## src/rtl/ibex_pmp_check_arbiter.sv

```systemverilog
// ibex_pmp_check_arbiter
//
// Time-shares one PMP access-checking channel among NumReq requesters
// (for example a debug port, a DMA engine and a trace unit). A round-robin
// arbiter picks one valid requester in IDLE. Its request is registered and
// driven onto the PMP channel for a full CHECK cycle. The fault result is
// then held in RESP until the owner accepts it. A PMP configuration write
// during CHECK or RESP forces a fresh check, so a stale result never leaves
// the block.
//
// Ports:
//   clk_i, rst_ni        clock, synchronous active-low reset
//   req_valid_i/ready_o  per-requester request handshake (ready is one-hot or 0)
//   req_addr_i           34-bit physical address per requester
//   req_type_i           pmp_req_e encoding: EXEC=2'b00, WRITE=2'b01, READ=2'b10
//   req_priv_i           priv_lvl_e encoding: U=2'b00, S=2'b01, M=2'b11
//   rsp_valid_o/err_o    per-requester response; only the owner bit is ever set
//   rsp_ready_i          per-requester response accept (non-owner bits ignored)
//   pmp_req_*_o          registered request driven to the PMP checker channel
//   pmp_req_err_i        combinational fault result from the PMP checker
//   cfg_change_i         any pmpcfg/pmpaddr/mseccfg CSR write this cycle
//   busy_o               arbiter is not idle
module ibex_pmp_check_arbiter #(
  parameter int unsigned NumReq = 3
) (
  input  logic                     clk_i,
  input  logic                     rst_ni,
  input  logic [NumReq-1:0]        req_valid_i,
  output logic [NumReq-1:0]        req_ready_o,
  input  logic [NumReq-1:0][33:0]  req_addr_i,
  input  logic [NumReq-1:0][1:0]   req_type_i,
  input  logic [NumReq-1:0][1:0]   req_priv_i,
  output logic [NumReq-1:0]        rsp_valid_o,
  output logic [NumReq-1:0]        rsp_err_o,
  input  logic [NumReq-1:0]        rsp_ready_i,
  output logic [33:0]              pmp_req_addr_o,
  output logic [1:0]               pmp_req_type_o,
  output logic [1:0]               pmp_priv_mode_o,
  input  logic                     pmp_req_err_i,
  input  logic                     cfg_change_i,
  output logic                     busy_o
);

  localparam int unsigned PtrW = (NumReq > 1) ? $clog2(NumReq) : 1;

  localparam logic [1:0] PMP_ACC_EXEC = 2'b00;
  localparam logic [1:0] PRIV_LVL_M   = 2'b11;

  localparam logic [1:0] IDLE  = 2'd0;
  localparam logic [1:0] CHECK = 2'd1;
  localparam logic [1:0] RESP  = 2'd2;

  logic [1:0]      state;
  logic [PtrW-1:0] ptr;
  logic [PtrW-1:0] owner_p1;
  logic [33:0]     addr_p1;
  logic [1:0]      type_p1;
  logic [1:0]      priv_p1;
  logic            err_p2;

  logic            gnt_found;
  logic [PtrW-1:0] gnt_idx;
  logic [PtrW-1:0] cand;
  logic [PtrW-1:0] ptr_next;

  // Round-robin scan: ptr, ptr+1, ... modulo NumReq; first valid wins.
  always_comb begin
    gnt_found = 1'b0;
    gnt_idx   = '0;
    cand      = '0;
    for (int unsigned i = 0; i < NumReq; i++) begin
      if (32'(ptr) + i >= NumReq) begin
        cand = PtrW'(32'(ptr) + i - NumReq);
      end else begin
        cand = PtrW'(32'(ptr) + i);
      end
      if (!gnt_found && req_valid_i[cand]) begin
        gnt_found = 1'b1;
        gnt_idx   = cand;
      end
    end
  end

  assign ptr_next = (gnt_idx == PtrW'(NumReq - 1)) ? '0 : gnt_idx + 1'b1;

  // Ready is forced low during reset even though the state is not yet IDLE-reset.
  always_comb begin
    req_ready_o = '0;
    if (rst_ni && (state == IDLE) && gnt_found) begin
      req_ready_o[gnt_idx] = 1'b1;
    end
  end

  always_comb begin
    rsp_valid_o = '0;
    rsp_err_o   = '0;
    if (rst_ni && (state == RESP)) begin
      rsp_valid_o[owner_p1] = 1'b1;
      rsp_err_o[owner_p1]   = err_p2;
    end
  end

  assign busy_o          = rst_ni && (state != IDLE);
  assign pmp_req_addr_o  = addr_p1;
  assign pmp_req_type_o  = type_p1;
  assign pmp_priv_mode_o = priv_p1;

  // Stage p1: grant registers the request; stage p2: check result captured.
  always_ff @(posedge clk_i) begin
    if (!rst_ni) begin
      state    <= IDLE;
      ptr      <= '0;
      owner_p1 <= '0;
      addr_p1  <= '0;
      type_p1  <= PMP_ACC_EXEC;
      priv_p1  <= PRIV_LVL_M;
      err_p2   <= 1'b0;
    end else begin
      case (state)
        IDLE: begin
          if (gnt_found) begin
            owner_p1 <= gnt_idx;
            addr_p1  <= req_addr_i[gnt_idx];
            type_p1  <= req_type_i[gnt_idx];
            priv_p1  <= req_priv_i[gnt_idx];
            ptr      <= ptr_next;
            state    <= CHECK;
          end
        end
        CHECK: begin
          // A config write this cycle makes the checker output stale: retry.
          if (!cfg_change_i) begin
            err_p2 <= pmp_req_err_i;
            state  <= RESP;
          end
        end
        RESP: begin
          // Handshake takes precedence over a concurrent config write.
          if (rsp_ready_i[owner_p1]) begin
            state <= IDLE;
          end else if (cfg_change_i) begin
            state <= CHECK;
          end
        end
        default: state <= IDLE;
      endcase
    end
  end

endmodule

```

## config.mk

```make
export PLATFORM = sky130hd
export DESIGN_NAME = ibex_pmp_check_arbiter
export DESIGN_NICKNAME = d
export VERILOG_FILES = /design/src/rtl/ibex_pmp_check_arbiter.sv
export SDC_FILE = /design/constraint.sdc
export NUM_CORES = 1
export LEC_CHECK = 0
export ABC_AREA = 1
export BUFFER_PORTS_ARGS = -buffer_cell sky130_fd_sc_hd__clkbuf_2
export CAP_MARGIN = 20
export CORE_MARGIN = 2
export CORE_UTILIZATION = 46
export CTS_CLUSTER_DIAMETER = 30
export DETAILED_ROUTE_END_ITERATION = 8
export GPL_TIMING_DRIVEN = 1
export PLACE_DENSITY = 0.87
export RECOVER_POWER = 50
export SYNTH_ARGS = -nofsm -noshare
export SYNTH_HDL_FRONTEND = slang
export SYNTH_SLANG_ARGS = --single-unit
```

## constraint.sdc

```tcl
create_clock -name clk_i -period 2.9 [get_ports clk_i]
set_clock_uncertainty 0.2 [all_clocks]
set_input_delay 0.145 -clock clk_i [delete_from_list [all_inputs] [get_ports clk_i]]
set_output_delay 0.145 -clock clk_i [all_outputs]
set_load 0.05 [all_outputs]
```

# Word-level counts from Yosys, hierarchy flattened
# Cells that the tools add are included.
classes:
  bitwise_logic: 2
  magnitude_cmp: 10
  addsub: 6
  reduce_logical: 15
  eq_ne: 6
  muxes: 36
op_table:
  columns: ["operator", "n"]
  rows:
  - ["$bmux 34 s2", 1]
  - ["$mux 34", 1]
  - ["$mux 2", 13]
  - ["$lt 2x3->1 const B", 5]
  - ["$mux 1", 9]
  - ["$mux 3", 3]
  - ["$bmux 1 s2", 4]
  - ["$bmux 2 s2", 2]
  - ["$logic_and 1x1->1", 8]
  - ["$ge 3x2->1 const B", 2]
  - ["$pmux 2 s3", 1]
  - ["$sub 2x2->2 const B", 3]
  - ["$demux 1 s2", 2]
  - ["$eq 2x2->1 const B", 2]
  - ["$ge 2x1->1 const B", 2]
  - ["$ne 2x2->1 const B", 2]
  - ["$reduce_and 2->1", 2]
  - ["$add 2x1->3 const B", 1]
  - ["$add 2x2->3 const B", 1]
  - ["$and 3x3->3", 1]
  - ["$ne 3x2->1 const B", 1]
  - ["$reduce_and 3->1", 1]
  - ["$add 2x1->2 const B", 1]
  - ["$eq 2x1->1 const B", 1]
  - ["other kinds (5)", 6]
word_totals:
  elab_cells: 82
  out_inout_bits: 48
  ff_bits: 45

# Longest topological paths before layout
# Gate-level depths: netlist (run 1).
logic_depth:
  word_depth: 16
  ltp_mapped: 16
  depth_no_buf: 15

# Worst setup path after synthesis (run 1)
# Ideal clock, no wire load.
synth_path:
  path_kind: "register to output"
  start: "reg ptr[0]"
  end: "out req_ready_o[1]"
  t_required_ns: 2.555
  path_slack_ns: -0.166
  arrival_ns: 2.721
  path_stages_with_launch: 12
  cell_sequence: "dfxtp_1 inv_1 ha_1 nand2_1 nand3_1 nand2_1 nand3_2 inv_2 nand2_2 nand2_2 buf_2 nor3b_1"
synth_via:
  elab_chain_len: 16
  elab_cells_between_ends: 34
  cone_classes: "add/sub: 5; order compare: 5; mux: 18; reduce/logical: 6"
synth_rtl:
  columns: ["element", "line_no", "rtl"]
  rows:
  - ["from (decl)", "54", "logic [PtrW-1:0] ptr;"]
  - ["from (signal assigned)", "126", "ptr <= ptr_next;"]
  - ["branches (longest 15 deep; another with $add 2x1->3)", null, null]
  - ["$mux 3 (*)", "89", "if (rst_ni && (state == IDLE) && gnt_found) begin"]
  - ["to (decl)", "29", "output logic [NumReq-1:0] req_ready_o,"]
# Mark *: on every way between the ends. The select of a mux whose other input is x is not followed.

# Final worst setup path (run 1)
# Ends and elaborated chain as after synthesis.

==> results of run 1 <==
-- through the flow --
step                hold WS (ns)  cell area, um^2  setup slack [ns]  total power, mW
floorplan                 0.0834             3390             0.291             4.04
global placement           0.228             4240             0.547             4.63
detailed placement         0.232             4240             0.360             4.75
CTS                      0.00102             4650            0.0772             5.19
global route              0.0168             4610            0.0588             5.64
finish                   0.00400             4610             0.254             5.17
-- worst paths after layout --
path,start,end,slack (ns),cells past startpoint
max,ptr[0]$_SDFFE_PN0P_,req_ready_o[1],0.25,12
min,req_addr_i[88],pmp_req_addr_o[20]$_SDFFE_PN0P_,0.004,5
max reg2reg,ptr[1]$_SDFFE_PN0P_,pmp_req_addr_o[10]$_SDFFE_PN0P_,0.40,13
min reg2reg,pmp_priv_mode_o[0]$_SDFFE_PN1P_,pmp_priv_mode_o[0]$_SDFFE_PN1P_,0.29,2
-- flip-flops by register name, summed over array words and instances, names as in the netlist --
signal           flops
pmp_req_addr_o      34
owner_p1             2
pmp_priv_mode_o      2
pmp_req_type_o       2
ptr                  2
state                2
err_p2               1
-- power groups by stage --
| stage | registers [mW] | logic [mW] | clock network [mW] |
|---|---|---|---|
| global route | 1.04 | 4.17 | 0.432 |
| floorplan | 1.69 | 2.35 | 0 |
| global placement | 1.02 | 3.61 | 0 |
| CTS | 1.01 | 3.77 | 0.405 |
| detailed placement | 1.02 | 3.72 | 0 |
| finish | 1.01 | 3.77 | 0.396 |
-- worst min-delay path: stages --
cell and delay, ns:
clkbuf_2 0.08, nand3_1 0.07, nand3_1 0.08, nand2_1 0.05
inv_1 0.04
-- cell usage in the layout, fill, tap and decap left out --
| cell type | count |
|---|---|
| ha_2 | 1 |
| dlygate4sd3_1 | 33 |
| nand3b_1 | 4 |
| buf_4 | 14 |
| nor3_1 | 5 |
| buf_6 | 1 |
| dfxtp_2 | 1 |
| dfxtp_1 | 44 |
| nand3_2 | 3 |
| nand2_1 | 103 |
| nor2_1 | 83 |
| inv_1 | 121 |
| clkbuf_1 | 46 |
| nand3_1 | 160 |
| clkinv_1 | 1 |
| nand2_4 | 1 |
| a21oi_1 | 7 |
| clkbuf_2 | 124 |
| nand2_2 | 4 |
| nor3b_2 | 1 |
| clkbuf_8 | 6 |
| ha_1 | 3 |
| o21ai_2 | 1 |
| nor4_1 | 2 |
| nand4_1 | 2 |
| inv_2 | 6 |
| o21ai_1 | 1 |
| o21ai_0 | 5 |
-- cell usage after synthesis (2+ instances only) --
cell type    n  area, um^2
nand3_1    160         801
dfxtp_1     45         901
nor4_1       2        12.5
nand2_2      5        31.3
nand2_1    103         387
a21oi_1      7        35.0
buf_4        3        22.5
ha_1         4        50.1
nor3_1       5        25.0
nand3_2      3        30.0
nor2_1      83         312
nand4_1      2        12.5
o21ai_0      5        25.0
inv_1      121         454
clkbuf_1     8        30.0
buf_6        9         101
inv_2        6        22.5
nand3b_1     4        30.0
buf_2       16        80.1
-- cell type report --
cell class              instances  area, um^2
well taps                      99         124
clock buffers                   7        86.3
fillers                       678        2560
multi-input cells             386        1780
inverters                     128         480
flip-flops and latches         45         902
repair buffers                217        1240
-- cell families (layout without fill, tap and decap cells) --
group,count (synthesis),after routing,synth area share
DFF,45,45,0.266
adders and majority gates,4,4,0.0148
buffers and inverters,164,352,0.211
AOI/OAI and AO/OA,14,14,0.0218
and+or+nand+nor,368,368,0.487
-- timing repair --
item | 4_1_cts | 5_1_grt
hold endpoints to repair | 33 | 0
hold buffers | 33 | 0
endpoints found under the setup margin | 0 | 2
gates resized for setup | 0 | 10
-- per-layer routing --
metal  vias up  global-route usage  part of all wire  wire [um]
met3        23              0.0570             0.091        981
met2       232               0.481              0.49       5240
met4         0               0.101             0.020        213
li1       2199                   -                 -          -
met1      1884               0.290              0.40       4300
met5         -                   0                 0          0
==> results_dict.tcl, run 1 <==
set metrics [dict create \
    status "complete, no violations" \
    cts_root_buf "clkbuf_8" \
    ys_ff_latch 45 \
    synth_flop_cell "dfxtp_1" \
    grt_pass1_vias 4071 \
    ir_worst_vdd_mv 0.555 \
    p_comb_frac 0.728 \
    clk_pin_slew_ns 0.08 \
    maxSlewViolCount 0 \
    first_iter_violations 252 \
    p_clk_frac 0.077 \
    numCtsBuffers 5 \
    grt_use_total 0.260 \
    grt_first_pass_wirelength_um 17700 \
    pwr-share-seq 0.196 \
    p_leak_nw 2.76 \
    synth.avg_cell_area_um2 5.69 \
    pin_count 172 \
    wl_per_cell_um 12.2 \
    fin_cells 882 \
    clkLatencyLatePin_ns 0.30 \
    die_x_um 89.8 \
    seq_area_frac_synth 0.266 \
    ys_warn_count 0 \
    fmax_mhz 378 \
    crit_top_cell "nand2_1" \
    dp_cells 842 \
    area_growth_pct 36.2 \
    numClockSinks 45 \
    rows 31 \
    critPathLaunchType "flip-flop" \
    min_period_ns 2.65 \
    critPathBufInv 4 \
    grt_max_degree 56 \
    clock_path_buffers 2 \
    arrival_ns 2.30 \
    io_buffers 171 \
    viasPerCell 4.92 \
    post_cts_buffers 0 \
    first_pass_iters 5 \
    synth_cell_types 23 \
    tritoncts "yes" \
    power_density_mw_per_mm2 1120 \
    finalSetupViolations 0 \
    postRouteAntennaNets 0 \
    max_cap_violations 0 \
    netSwitchingFraction 0.588 \
    hold_path_class "input port to flip-flop" \
    max_stage_delay_ns 0.36 \
    netSwitchingPower_mw 3.04 \
    syn_nets 723 \
    core_mm2 0.00718 \
    drive_gt1_frac 0.208 \
    finalSetupTns_ns 0 \
    path_max_fanout 17 \
    dp_hpwl_um 7500 \
    path_class "flip-flop to primary output" \
    grt_overflow_total 0 \
    synth-async-reset-ratio 0 \
    antenna_found_initial 0 \
    post-route-util 0.643 \
    fin_nets 911 \
    internal-power_mw 2.13 \
    num_vias 4338 \
    synthCells 595 \
    die-area_mm2 0.00807 \
    cts_max_level 2 \
    cp_slowest_cell "dfxtp_2" \
    antenna_cells 0 \
    endpoint_kind "primary output" \
    die_h_um 89.8 \
    worst_slew_pin_slew_ns 0.712 \
    drc 0 \
    gp_congestion 0.826 \
    start_util 0.472 \
    synth_edf_count 0 \
    path_delay_family "simple AND/OR/NAND/NOR gates" \
    required_ns 2.56 \
    wirelength_um 10700 \
    slew_headroom 0.527 \
    netlist_area_mm2 0.00339 \
    path_cells "inv_1 > ha_2 > inv_2 > nand2_1 > nand3_1 > nand2_1 > nand3_2 > nand2_2 > nand2_1 > buf_6 > nor3b_2 > buf_4" \
    period_share 0.912 \
    rsz0062_at_grt "false" \
    hold_viol_final 0 \
]
Power figures use the tool's default switching activity.
==> run 2: changes to the inputs <==
==> constraint.sdc (replaced) <==
create_clock -name clk_i -period 2.9 [get_ports clk_i]
set_clock_uncertainty 0.2 [all_clocks]
set_input_delay 0.29 -clock clk_i [delete_from_list [all_inputs] [get_ports clk_i]]
set_output_delay 0.29 -clock clk_i [all_outputs]
set_load 0.05 [all_outputs]
==> results_dict.tcl, run 2 (synthesized netlist as in run 1, its figures left out) <==
set metrics [dict create \
    path_class "flip-flop to primary output" \
    die_x_um 89.8 \
    critPathLaunchType "flip-flop" \
    max_stage_delay_ns 0.39 \
    die_h_um 89.8 \
    antenna_found_initial 0 \
    power_density_mw_per_mm2 1200 \
    largest_register_ffs 34 \
    grt_use_total 0.251 \
    n_fill_cell 739 \
    r2r_setup_slack_ns 0.40 \
    required_ns 2.41 \
    path_max_fanout 6 \
    placed_area_mm2 0.00423 \
    maxSlewViolCount 0 \
    antenna_cells 0 \
    min_period_ns 2.72 \
    rsz0062_at_grt "false" \
    grt_overflow_total 0 \
    final_area_mm2 0.00430 \
    ir_worst_vdd_mv 0.540 \
    period_share 0.939 \
    clk_pin_slew_ns 0.09 \
    dp_hpwl_um 7520 \
    whs_ns 0.0882 \
    hold_path_class "input port to flip-flop" \
    p_leak_nw 2.63 \
    worst_slew_pin_slew_ns 0.680 \
    path_cells "inv_1 > ha_1 > inv_2 > nand2_1 > nand3_2 > nand2_2 > nand4_1 > nand2_2 > inv_2 > nand2_1 > nor3b_2 > buf_6" \
    die-area_mm2 0.00807 \
    fin_cells 847 \
    rows 31 \
    numClockSinks 45 \
    path_delay_family "simple AND/OR/NAND/NOR gates" \
    post_cts_buffers 0 \
    critPathBufInv 4 \
    start_util 0.472 \
    fmax_mhz 367 \
    viasPerCell 5.09 \
    wl_per_cell_um 12.1 \
    endpoint_kind "primary output" \
    min_path_cells 3 \
    first_iter_violations 226 \
    clkLatencyLatePin_ns 0.29 \
    num_vias 4311 \
    numCtsBuffers 5 \
    grt_pass1_vias 4063 \
    drc 0 \
    cp_slowest_cell "dfxtp_2" \
    cts_root_buf "clkbuf_8" \
    core_mm2 0.00718 \
    r2r-start "ptr[0]$_SDFFE_PN0P_" \
    grt_first_pass_wirelength_um 17300 \
    finalSetupViolations 0 \
    hold_viol_final 0 \
    area_growth_pct 26.9 \
    dp_cells 839 \
    wirelength_um 10200 \
    clock_path_buffers 2 \
    ff2ff_path_depth 15 \
    status "complete, no violations" \
    arrival_ns 2.23 \
    io_buffers 171 \
    worstReg2RegEnd "pmp_req_addr_o[21]$_SDFFE_PN0P_" \
    slew_headroom 0.549 \
    pin_count 172 \
    min_from "pmp_req_err_i" \
    drive_gt1_frac 0.221 \
    fin_nets 875 \
    first_pass_iters 5 \
    holdBufCountCts 0 \
    cts_max_level 2 \
    mostFrequentLayoutCell "nand3_1" \
    gp_congestion 0.989 \
    holdPathEnd "err_p2$_SDFFE_PN0P_" \
    grt_max_degree 78 \
    postRouteAntennaNets 0 \
    layout_common_cells "nand3_1 (160), clkbuf_2 (125), inv_1 (121)" \
    max_cap_violations 0 \
    finalSetupTns_ns 0 \
    tritoncts "yes" \
]
[run 2: cell type report]
| class | count | area [um^2] | area share |
|---|---|---|---|
| Multi-Input combinational cell | 386 | 1790 | 0.416 |
| Sequential cell | 45 | 903 | 0.210 |
| Timing Repair Buffer | 181 | 898 | 0.209 |
| Inverter | 128 | 480 | 0.112 |
| Tap cell | 99 | 124 | 0.0288 |
| Clock buffer | 7 | 96.3 | 0.0224 |
| Clock inverter | 1 | 5.00 | 0.00116 |
[run 2: through the flow]
stage	total power, mW	utilization	setup slack [ns]
5_1_grt	5.62	0.599	0.0410
3_5_place_dp	4.74	0.589	0.284
3_3_place_gp	4.61	0.589	0.433
6_report	5.15	0.599	0.176
2_1_floorplan	4.04	-	0.146
4_1_cts	5.19	0.604	0.00353
[run 2: worst max-delay path by stage]
stage,slack (ns),cells past startpoint,startpoint,to
after global routing,0.04,12,ptr[1]$_SDFFE_PN0P_,req_ready_o[1]
after floorplan,0.15,12,ptr[0]$_SDFFE_PN0P_,req_ready_o[0]
after detailed placement,0.28,12,ptr[0]$_SDFFE_PN0P_,req_ready_o[1]
after global placement,0.43,10,ptr[0]$_SDFFE_PN0P_,req_ready_o[1]
final,0.18,12,ptr[1]$_SDFFE_PN0P_,req_ready_o[1]
after CTS,0.004,12,ptr[0]$_SDFFE_PN0P_,req_ready_o[1]
[run 2: per-layer routing]
layer,GRT usage,vias up,wire length [um]
met4,0.0987,0,203
met3,0.0344,20,752
met2,0.468,216,5110
met1,0.289,1948,4170
met5,0,-,0
li1,-,2127,-
[run 2: repair_timing]
item                                   in CTS  in global routing
pin swaps                                   0                  3
setup endpoints to repair                   2                  3
endpoints found under the hold margin       0                  0
gates resized for setup                     2                  8
[run 2: report_power, final]
group	total (mW)	internal [mW]	switching, mW
sequential	1.02	0.864	0.153
clock	0.432	0.216	0.216
combinational	3.70	1.05	2.66
[run 2: tightest hold or removal path: cells and delay by family]
kind | cells | cell delay [ns]
buffers and inverters | 1 | 0.07
AOI/OAI and AO/OA | 2 | 0.18
